File: src/rtl/uart_pkg.sv
// uart_pkg: shared arbiter state encoding and UART framing constants.
package uart_pkg;
   typedef enum logic [1:0] {
      IDLE      = 2'd0,
      ISSUE     = 2'd1,
      WAIT_DONE = 2'd2,
      RELEASE   = 2'd3
   } arb_state_e;
   localparam int BAUD_VAL        = 87;
   localparam int UART_FRAME_BITS = 10;
   localparam int IDX_W           = 3;
endpackage

File: src/rtl/uart_rr_picker.sv
// uart_rr_picker: combinational rotate-priority search starting just above ptr_i.
module uart_rr_picker
   import uart_pkg::*;
#(
   parameter int NUM_REQ = 4
) (
   input  logic [NUM_REQ-1:0] req_valid_i,
   input  logic [IDX_W-1:0]   ptr_i,
   output logic               pick_valid_o,
   output logic [IDX_W-1:0]   pick_idx_o
);
   logic [7:0]       req_v;
   logic [IDX_W-1:0] idx;
   always_comb begin
      req_v        = 8'(req_valid_i);
      idx          = '0;
      pick_valid_o = 1'b0;
      pick_idx_o   = '0;
      // Scan farthest offset first so the nearest requester above ptr_i wins.
      for (int k = NUM_REQ; k >= 1; k--) begin
         idx = IDX_W'((int'(ptr_i) + k) % NUM_REQ);
         if (req_v[idx]) begin
            pick_valid_o = 1'b1;
            pick_idx_o   = idx;
         end
      end
   end
endmodule

File: src/rtl/uart_tx_arbiter.sv
// uart_tx_arbiter: round-robin sharing of one UART transmitter between NUM_REQ byte sources.
// Define UART_ARB_TIMEOUT_EN to build the WAIT_DONE watchdog driving err_timeout_o.
module uart_tx_arbiter
   import uart_pkg::*;
#(
   parameter int NUM_REQ        = 4,
   parameter int TIMEOUT_CYCLES = 1024
) (
   input  logic                 clk_i,
   input  logic                 rst_ni,
   input  logic [NUM_REQ-1:0]   req_valid_i,
   input  logic [8*NUM_REQ-1:0] req_data_i,
   output logic [NUM_REQ-1:0]   req_ready_o,
   output logic                 tx_data_valid_o,
   output logic [7:0]           tx_data_out_o,
   input  logic                 tx_active_i,
   input  logic                 tx_done_i,
   output logic [IDX_W-1:0]     grant_id_o,
   output logic                 busy_o,
   output logic [15:0]          sent_count_o,
   output logic                 err_timeout_o
);
   arb_state_e       state_q, state_d;
   logic [IDX_W-1:0] ptr_q, ptr_d, grant_q, grant_d, pick_idx;
   logic [7:0]       data_q, data_d;
   logic [15:0]      sent_q, sent_d;
   logic             issue_q, pick_valid, tmo, unused_tx_active;

   if (NUM_REQ < 2 || NUM_REQ > 8 || TIMEOUT_CYCLES <= (UART_FRAME_BITS + 1) * BAUD_VAL) begin : g_bad_cfg
      $error("uart_tx_arbiter: NUM_REQ or TIMEOUT_CYCLES out of range");
   end

   uart_rr_picker #(.NUM_REQ(NUM_REQ)) u_picker (
      .req_valid_i  (req_valid_i),
      .ptr_i        (ptr_q),
      .pick_valid_o (pick_valid),
      .pick_idx_o   (pick_idx)
   );

   always_comb begin
      state_d = state_q;
      ptr_d   = ptr_q;
      grant_d = grant_q;
      data_d  = data_q;
      sent_d  = sent_q;
      unique case (state_q)
         IDLE: if (pick_valid) begin
            state_d = ISSUE;
            ptr_d   = pick_idx;
            grant_d = pick_idx;
            data_d  = 8'(req_data_i >> {pick_idx, 3'b000});
         end
         ISSUE: state_d = WAIT_DONE;
         WAIT_DONE: if (tx_done_i) begin
            state_d = RELEASE;
            sent_d  = sent_q + 16'd1;
         end else if (tmo) state_d = IDLE;
         RELEASE: if (!tx_done_i) state_d = IDLE;
         default: state_d = IDLE;
      endcase
   end

   always_ff @(posedge clk_i or negedge rst_ni) begin
      if (!rst_ni) begin
         state_q <= IDLE;
         ptr_q   <= IDX_W'(NUM_REQ - 1);
         grant_q <= '0;
         data_q  <= '0;
         sent_q  <= '0;
         issue_q <= 1'b0;
      end else begin
         state_q <= state_d;
         ptr_q   <= ptr_d;
         grant_q <= grant_d;
         data_q  <= data_d;
         sent_q  <= sent_d;
         issue_q <= state_d == ISSUE;
      end
   end

`ifdef UART_ARB_TIMEOUT_EN
   localparam int CW = $clog2(TIMEOUT_CYCLES + 1);
   logic [CW-1:0] tmo_cnt_q;
   logic          err_q;
   // Counter idles at zero outside WAIT_DONE, so it is cleared on every entry.
   assign tmo = state_q == WAIT_DONE && !tx_done_i && tmo_cnt_q == CW'(TIMEOUT_CYCLES - 1);
   always_ff @(posedge clk_i or negedge rst_ni) begin
      if (!rst_ni) begin
         tmo_cnt_q <= '0;
         err_q     <= 1'b0;
      end else begin
         tmo_cnt_q <= state_q == WAIT_DONE ? tmo_cnt_q + 1'b1 : '0;
         err_q     <= tmo;
      end
   end
   assign err_timeout_o = err_q;
`else
   assign tmo           = 1'b0;
   assign err_timeout_o = 1'b0;
`endif

   assign unused_tx_active = tx_active_i;
   assign req_ready_o      = {NUM_REQ{issue_q}} & (NUM_REQ'(1) << grant_q);
   assign tx_data_valid_o  = issue_q;
   assign tx_data_out_o    = data_q;
   assign grant_id_o       = grant_q;
   assign busy_o           = state_q != IDLE;
   assign sent_count_o     = sent_q;
endmodule

File: config.mk
export PLATFORM = sky130hd
export DESIGN_NAME = uart_tx_arbiter
export DESIGN_NICKNAME = d
export VERILOG_FILES = /design/src/rtl/uart_pkg.sv /design/src/rtl/uart_rr_picker.sv /design/src/rtl/uart_tx_arbiter.sv
export SDC_FILE = /design/constraint.sdc
export NUM_CORES = 1
export LEC_CHECK = 0
export BUFFER_PORTS_ARGS = -buffer_cell sky130_fd_sc_hd__buf_2
export CAP_MARGIN = 20
export CELL_PAD_IN_SITES_DETAIL_PLACEMENT = 2
export CELL_PAD_IN_SITES_GLOBAL_PLACEMENT = 2
export CORE_MARGIN = 2
export CORE_UTILIZATION = 27
export CTS_CLUSTER_DIAMETER = 60
export DETAILED_ROUTE_END_ITERATION = 6
export GPL_TIMING_DRIVEN = 0
export MAX_ROUTING_LAYER = met4
export PLACE_DENSITY_LB_ADDON = 0.12
export SKIP_LAST_GASP = 1
export SLEW_MARGIN = 20
export SYNTH_ARGS = -nofsm -noshare
export SYNTH_HDL_FRONTEND = slang
export SYNTH_SLANG_ARGS = --single-unit
File: constraint.sdc
create_clock -name clk_i -period 2 [get_ports clk_i]
set_clock_uncertainty 0.1 [all_clocks]
set_input_delay 0.4 -clock clk_i [delete_from_list [all_inputs] [get_ports clk_i]]
set_output_delay 0.4 -clock clk_i [all_outputs]
set_load 0.01 [all_outputs]
== Yosys cells after proc, flatten, opt, wreduce, memory -nomap -nowiden ==
Index checks and enable logic that the tools add are counted.
Storage, ports and cells
  register bits after elaboration: 32
  input bits: 40
  output and inout port bits: 34
  word-level logic and storage cells: 54
Operators by class
  add/subtract/negate cells: 5
  magnitude comparators: 4
  equal/unequal tests: 4
  shifts and indexed selects: 2
  multiplexer cells: 20
  bitwise logic cells: 5
  reductions and logical operators: 8
Operator list (count)
  $shr A32 B6 Y8: 1
  $add A16 B1 Y16 const B: 1
  $lt A3 B4 Y1 const B: 4
  $bmux W1 S3: 4
  $mux W3: 4
  $mux W1: 8
  $pmux W2 S4: 1
  $reduce_or A2 Y1: 4
  $mux W2: 3
  $add A2 B1 Y2 const B: 2
  $add A2 B2 Y2 const B: 2
  $and A1 B1 Y1 const A: 4
  $and A4 B4 Y4: 1
  $eq A2 B1 Y1 const B: 2
  $eq A2 B2 Y1 const B: 2
  $reduce_and A2 Y1: 2
  $shl A1 B3 Y4 const A: 1
  $logic_not A2 Y1: 1
  $reduce_bool A2 Y1: 1

== Longest topological paths before layout ==
Gate-level depths: netlist (run 1).
  depth after elaboration: 12
  depth in mapped cells: 7
  mapped depth without buffers: 6

== Hierarchy ==
A second synthesis (run 1) with hierarchy kept.
Second synthesis, totals
  cell total of the unflattened synthesis: 136
  area total of the unflattened synthesis: 1661.6 µm²
By module, submodules not included
  uart_tx_arbiter: instances 1, cells each 120, area an instance 1559.0 µm²
  uart_rr_picker: instances 1, cells each 16, area an instance 102.6 µm²

== Worst setup path after synthesis (run 1) ==
No wires, ideal clock.
  path kind: register to register
  start point: register ptr_q[1]
  end point: register data_q[0] (netlist: tx_data_out_o[0])
  library setup time: 0.138 ns
  arrival: 1.476 ns
  required time: 1.762 ns
  setup slack: 0.286 ns
  cell stages (with the launch flop): 8
  path buffers: 2
  clock period less this slack: 1.714 ns
  path through: dfstp_2 -> nand2b_1 -> a21oi_1 -> o221ai_2 -> buf_6 -> buf_12 -> mux2i_1 -> o221ai_1
Between the ends
  longest elaborated chain between the ends: 10
  elaborated cells on any way between the ends: 30
Ends and longest elaborated chain
  start: declaration: RTL line uart_tx_arbiter.sv:24  | logic [IDX_W-1:0] ptr_q, ptr_d, grant_q, grant_d, pick_idx;
  start signal: assignment: RTL line uart_tx_arbiter.sv:66  | ptr_q <= IDX_W'(NUM_REQ - 1);
  start signal: assignment: RTL line uart_tx_arbiter.sv:73  | ptr_q <= ptr_d;
  $add A2 B1 Y2: RTL line uart_rr_picker.sv:21  | idx = IDX_W'((int'(ptr_i) + k) % NUM_REQ);
  $reduce_or A2 Y1 (no line)
  $and A1 B1 Y1 (no line)
  $bmux W1 S3: RTL line uart_rr_picker.sv:22  | if (req_v[idx]) begin
  $mux W1 (implied by the code): RTL line uart_rr_picker.sv:22
  $mux W3 / $mux W1 (equally long branches) (4 in a row): RTL line uart_rr_picker.sv:22
  $shr A32 B6 Y8 / $reduce_and A2 Y1 (equally long branches)
  end signal: assignment: RTL line uart_tx_arbiter.sv:75  | data_q <= data_d;
  end: declaration: RTL line uart_tx_arbiter.sv:25  | logic [7:0] data_q, data_d;
Several ways; a longest one is shown, not always the timed one. The select of a mux whose other input is x is not followed.
A chain may end at the register's enable or synchronous reset.

== Worst setup path after layout (run 1) ==
  start point: register ptr_q[1]
  end point: register data_q[1] (netlist: tx_data_out_o[1])
The elaborated chain is that of the path after synthesis.

==> results.sh, run 1 <==
export IMPL_endpoint_kind="flip-flop"
export IMPL_worstSetupStartpoint="ptr_q[1]$_DFFE_PN1P_"
export IMPL_synthCells=150
export IMPL_dpl_cell_area_um2=2022
export IMPL_worstSetupStartpointType="flip-flop"
export IMPL_r2r_start="ptr_q[1]$_DFFE_PN1P_"
export IMPL_intPower_uw=1584
export IMPL_drtIter0Drc=42
export IMPL_synth_edf_count=0
export IMPL_postLayoutCoreUtil_pct=38.41
export IMPL_dr_wl_met2_mm=2.640
export IMPL_switching_share_pct=37.53
export IMPL_initial_core_util_pct=28.31
export IMPL_yosysSeqAreaShare_pct=49.33
export IMPL_synthArstFlopShare_pct=100.0
export IMPL_routabilityCongestion=0.7297
export IMPL_regArea_um2=778.2
export IMPL_port_buffer_count=70
export IMPL_cts_buffers=5
export IMPL_drive_above_1_share_pct=39.66
export IMPL_antenna_found_initial=0
export IMPL_reg2reg_slack_ns=0.11
export IMPL_grt_max_degree=32
export IMPL_finalSetupTns_ns=0
export IMPL_fin_cells=304
export IMPL_first_pass_iters=4
export IMPL_cts_clk_slew_worst_paths_ns=0.07
export IMPL_switching_power_uw=951.8
export IMPL_antenna_cells=0
export IMPL_synth_top_cell_by_area="dfrtp_1"
export IMPL_grt_setup_unrepaired="no"
export IMPL_tightest_slew_ns=0.7162
export IMPL_die_x_um=80.45
export IMPL_grt_ovfl_total=0
export IMPL_finalSetupViolations=0
export IMPL_area_growth_pct=35.69
export IMPL_clockPowerShare_pct=18.9
export IMPL_clock_sink_count=31
export IMPL_powerDensity_nw_per_um2=1185
export IMPL_coreArea_um2=5574
export IMPL_clk_path_buf_depth=2
export IMPL_synth_ff_latch_count=31
export IMPL_clockRootBuffer="clkbuf_8"
export IMPL_wl_per_cell_um=15.71
export IMPL_irDropWorstVdd_v=0.0005164
export IMPL_fin_area_um2=2141
export IMPL_maxSlewViolCount=0
export IMPL_avgSynthCellArea_um2=10.52
export IMPL_min_path_type="input port to async pin"
export IMPL_fin_crit_ns=1.886
export IMPL_htreeDepth=2
export IMPL_combPwrFrac_pct=41.1
export IMPL_drc=0
export IMPL_slew_headroom_pct=52.25
export IMPL_fin_nets=272
export IMPL_dr_total_vias=1416
export IMPL_timing_hold_ws_ns=0.07071
export IMPL_min_period_over_period_pct=94.28
export IMPL_multiInputGateArea_um2=728.2
export IMPL_cts_tree="done"
export IMPL_drtAntennaViolNets=0
export IMPL_ios=74
export IMPL_seqPwrFrac_pct=40.0
export IMPL_die_area_um2=6471
export IMPL_critPathMaxFanout=10
export IMPL_synthesis_area_um2=1578
export IMPL_grtUsageTotal_pct=15.86
export IMPL_worstPathArrival_ns=1.92
export IMPL_clock_latency_ns=0.28
export IMPL_yosysTopAreaCellShare_pct=46.00
export IMPL_placed_cells=293
export IMPL_synth_ff_type="dfrtp_1"
export IMPL_via_per_inst=4.658
export IMPL_drv_cap=0
export IMPL_worstSetupPathType="flip-flop to flip-flop"
export IMPL_reg2regPathDepth=7
export IMPL_status="completed"
export IMPL_synth_area_leaders="dfrtp_1 46%, mux2i_1 11%, nand2_1 5.2%"
export IMPL_synth_warnings=0
export IMPL_final_hold_viol_count=0
export IMPL_hold_buffers=0
export IMPL_wl_met1_mm=1.867
export IMPL_die_h_um=80.45
export IMPL_rows=27
export IMPL_critical_path_required_ns=2.04
export IMPL_grt_pass1_vias=1611
export IMPL_highest_layer="met4"
export IMPL_wl_mm=4.776
export IMPL_worstReg2RegEnd="tx_data_out_o[1]$_DFFE_PN0P_"
export IMPL_wl_met3_um=235
export IMPL_grt_pass1_wl_mm=7.624
export IMPL_max_freq_mhz=530.3
export IMPL_fill_cells=627
export IMPL_ys_types=33
export IMPL_dpl_hpwl_mm=3.748
export IMPL_p_leak_uw=0.001149
==> worst max path at each step <==
stage / endpoint
floorplan: tx_data_out_o[0]$_DFFE_PN0P_
global placement: tx_data_out_o[4]$_DFFE_PN0P_
detailed placement: tx_data_out_o[1]$_DFFE_PN0P_
CTS: tx_data_out_o[1]$_DFFE_PN0P_
global route: sent_count_o[15]$_DFFE_PN0P_
finish: tx_data_out_o[1]$_DFFE_PN0P_
==> through the flow <==
step / setup slack (ns) / power, uW
detailed placement: -0.03116 / 2036
floorplan: 0.2864 / 1616
global placement: 0.09220 / 1966
global route: 0.003198 / 2725
finish: 0.1143 / 2536
CTS: 0.05692 / 2574
==> synth_stat cells (2+ instances only) <==
library cell and count:
a21oi_1 4, and3_1 3, buf_2 2, buf_4 2
dfrtp_1 29, dfstp_2 2, inv_1 5, mux2i_1 17
nand2_1 22, nand2b_1 3, nand3_1 5, nand4_1 2
nor2_1 13, nor2b_1 2, o221ai_1 8, xnor2_1 7
xor2_1 8
==> layout make-up <==
class | instances | share of cell area [%]
repair buffers | 73 | 18.00
multi-input cells | 108 | 34.02
clock buffers | 8 | 3.741
well taps | 72 | 4.208
flip-flops and latches | 31 | 36.35
plain buffers | 7 | 2.805
inverters | 5 | 0.8767
==> sequential cells by signal, indices dropped and copies added (netlist names) <==
signal and flops:
ptr_q 2, sent_count_o 16, state_q 2, tx_data_out_o 8
grant_id_o 2, tx_data_valid_o 1
==> cell families after synthesis <==
family	count (synthesis)	share of synthesized area, %
compound gates	15	7.613
xor+xnor	15	8.327
flops	31	49.33
fa+ha+maj	1	0.7929
mux	18	11.50
buf+inv	12	4.996
simple gates	57	17.21
other cells	1	0.2377
==> cells in the final DEF (no fill, tap or decap), drive strengths merged, types with 2 or more instances in the layout <==
| cell type | n |
|---|---|
| a21oi | 4 |
| and3 | 3 |
| buf | 79 |
| clkbuf | 9 |
| conb | 2 |
| dfrtp | 29 |
| dfstp | 2 |
| inv | 5 |
| mux2i | 17 |
| nand2 | 22 |
| nand2b | 3 |
| nand3 | 5 |
| nand4 | 2 |
| nor2 | 14 |
| nor2b | 2 |
| o221ai | 9 |
| xnor2 | 7 |
| xor2 | 8 |
==> layer usage <==
| metal | vias up | track usage [%] |
|---|---|---|
| met1 | 704 | 17.26 |
| li1 | 673 | - |
| met2 | 35 | 28.67 |
| met3 | 4 | 3.146 |
| met5 | - | - |
| met4 | 0 | 5.593 |
==> power by group through the flow <==
stage                     logic [uW]  registers [uW]  clock network, uW
after CTS                       1060            1020                497
after floorplan                  548            1070                  0
after global placement           954            1010                  0
after global routing            1150            1050                527
final                           1040            1010                480
after detailed placement        1000            1030                  0
==> critical path, stage by stage, from the launching register on <==
cell,delay [ns]
dfstp_2,0.58
nand2b_1,0.11
a21oi_1,0.07
o221ai_2,0.19
buf_6,0.15
buf_12,0.14
mux2i_2,0.23
o221ai_1,0.16
==> timing repair <==
action                                 4_1_cts  5_1_grt
endpoints found under the hold margin        0        0
setup endpoints to repair                    1        1
resized for setup                            1        0
cloned                                       0        0
buffers inserted                             2        1
No activity file was read; power rests on OpenSTA's default activity.
==> run 2: changes to the inputs <==
--- a/config.mk
+++ b/config.mk
@@ -10,7 +10,8 @@
 export CELL_PAD_IN_SITES_DETAIL_PLACEMENT = 2
 export CELL_PAD_IN_SITES_GLOBAL_PLACEMENT = 2
 export CORE_MARGIN = 2
-export CORE_UTILIZATION = 27
+export CORE_UTILIZATION = 28
+export CTS_BUF_LIST = sky130_fd_sc_hd__clkbuf_2
 export CTS_CLUSTER_DIAMETER = 60
 export DETAILED_ROUTE_END_ITERATION = 6
 export GPL_TIMING_DRIVEN = 0
==> run 2 against run 1 <==
  * Sequential power barely moved
  * Non-clock buffer count rose by 3
  * Die area fell by 3.4%
  * Clock power fell by 35%
  * Sequential share of layout area rose by 0.54 points
  * Largest power group unchanged
  * Highest routed layer unchanged
==> results.sh, run 2 (synthesis results as in run 1) <==
export IMPL_worstPathArrival_ns=2.01
export IMPL_cts_clk_slew_worst_paths_ns=0.16
export IMPL_maxSlewViolCount=0
export IMPL_finalSetupTns_ns=0
export IMPL_powerDensity_nw_per_um2=1112
export IMPL_antenna_found_initial=0
export IMPL_crit_slowest_cell="dfstp_2"
export IMPL_final_common_cell="buf_2"
export IMPL_clockRootBuffer="clkbuf_2"
export IMPL_regArea_um2=778.2
export IMPL_irDropWorstVdd_v=0.0003830
export IMPL_min_path_type="input port to flip-flop"
export IMPL_coreArea_um2=5473
export IMPL_fin_crit_ns=1.858
export IMPL_routabilityCongestion=0.7433
export IMPL_first_pass_iters=4
export IMPL_worstPathCellList="nand2b_1 > a21oi_1 > o221ai_2 > buf_6 > buf_4 > mux2i_1 > o221ai_1"
export IMPL_grt_pass1_wl_mm=7.762
export IMPL_drv_cap=0
export IMPL_wl_mm=4.724
export IMPL_rows=27
export IMPL_grt_setup_unrepaired="no"
export IMPL_dpl_hpwl_mm=3.697
export IMPL_multiInputGateArea_um2=724.4
export IMPL_status="completed"
export IMPL_fin_nets=275
export IMPL_fill_cells=647
export IMPL_drtAntennaViolNets=0
export IMPL_min_period_over_period_pct=92.88
export IMPL_timing_hold_ws_ns=0.1876
export IMPL_drtIter0Drc=25
export IMPL_drc=0
export IMPL_grt_ovfl_total=0
export IMPL_finalSetupViolations=0
export IMPL_max_freq_mhz=538.3
export IMPL_grt_pass1_vias=1581
export IMPL_critical_path_required_ns=2.15
export IMPL_die_x_um=79.07
export IMPL_final_hold_viol_count=0
export IMPL_port_buffer_count=70
export IMPL_dr_total_vias=1435
export IMPL_r2r_start="ptr_q[1]$_DFFE_PN1P_"
export IMPL_wl_per_cell_um=15.39
export IMPL_worstSetupStartpointType="flip-flop"
export IMPL_reg2regPathDepth=7
export IMPL_die_area_um2=6251
export IMPL_tightest_slew_ns=0.7055
export IMPL_largest_reg_flops=16
export IMPL_clock_latency_ns=0.36
export IMPL_die_h_um=79.07
export IMPL_clock_sink_count=31
export IMPL_worstSetupStartpoint="ptr_q[1]$_DFFE_PN1P_"
export IMPL_dpl_cell_area_um2=2022
export IMPL_worstReg2RegEnd="tx_data_out_o[5]$_DFFE_PN0P_"
export IMPL_drive_above_1_share_pct=40.85
export IMPL_cts_buffers=5
export IMPL_grtUsageTotal_pct=16.50
export IMPL_antenna_cells=0
export IMPL_fin_area_um2=2110
export IMPL_slew_headroom_pct=52.97
export IMPL_via_per_inst=4.674
export IMPL_p_leak_uw=0.001152
export IMPL_endpoint_kind="flip-flop"
export IMPL_clk_path_buf_depth=2
export IMPL_htreeDepth=2
export IMPL_grt_max_degree=32
export IMPL_critPathMaxFanout=6
export IMPL_initial_core_util_pct=28.83
export IMPL_area_growth_pct=33.70
export IMPL_critical_path_max_stage_delay_ns=0.61
export IMPL_cts_tree="done"
export IMPL_worstSetupPathType="flip-flop to flip-flop"
export IMPL_reg2reg_slack_ns=0.14
export IMPL_layout_common_cells="72 x buf_2, 29 x dfrtp_1, 22 x nand2_1, 17 x mux2i_1, 13 x nor2_1"
export IMPL_crit_end="tx_data_out_o[5]$_DFFE_PN0P_"
export IMPL_ios=74
run 2: metal layers:
metal / part of all wire [%] / track usage (%) / vias to the layer above
met3: 3.3 / 3.068 / 5
met2: 57 / 30.08 / 32
met5: 0 / - / -
met1: 39 / 17.99 / 717
met4: 1.1 / 5.690 / 0
li1: - / - / 681
run 2: per-stage QoR:
stage,cells,worst slack [ns],utilization (%),total power (uW)
after CTS,302,0.01933,37.86,2367
after floorplan,151,0.2864,-,1616
after global routing,307,0.02944,38.55,2570
after global placement,293,0.09488,36.95,1955
after detailed placement,293,-0.01013,36.95,2035
final,307,0.1423,38.55,2346
run 2: final cells by class:
class                      count  area share (%)
buffer                         7           2.847
multi-input combinational    108           34.34
clock buffer                   8           1.898
sequential                    31           36.89
tap                           72           4.270
inverter                       5          0.8897
timing repair buffer          76           18.86
run 2: power breakdown:
part	internal, uW	switching [uW]
clock network	103	208
registers	833	176
logic	491	534
total	1430	918
run 2: worst min-delay path by stage:
stage,from,end,slack (ns),cells past startpoint
after floorplan,rst_ni,grant_id_o[0]$_DFFE_PN0P_,0.004,0
after global placement,state_q[0]$_DFF_PN0_,state_q[1]$_DFF_PN0_,0.35,1
after detailed placement,sent_count_o[15]$_DFFE_PN0P_,sent_count_o[15]$_DFFE_PN0P_,0.36,1
after CTS,tx_done_i,state_q[0]$_DFF_PN0_,0.15,3
after global routing,tx_done_i,state_q[0]$_DFF_PN0_,0.16,3
final,tx_done_i,state_q[0]$_DFF_PN0_,0.19,3
run 2: worst max-delay path: cells and delay by family, from the launching register on:
family,cells,cell delay [ns]
flops,1,0.61
compound gates,3,0.39
buf+inv,2,0.31
mux,1,0.22
simple gates,1,0.13
run 2: timing repair:
action,in CTS,in global routing
hold endpoints to repair,29,0
hold buffers,1,0
endpoints found under the setup margin,0,8
buffers inserted,0,5
resized for setup,0,0
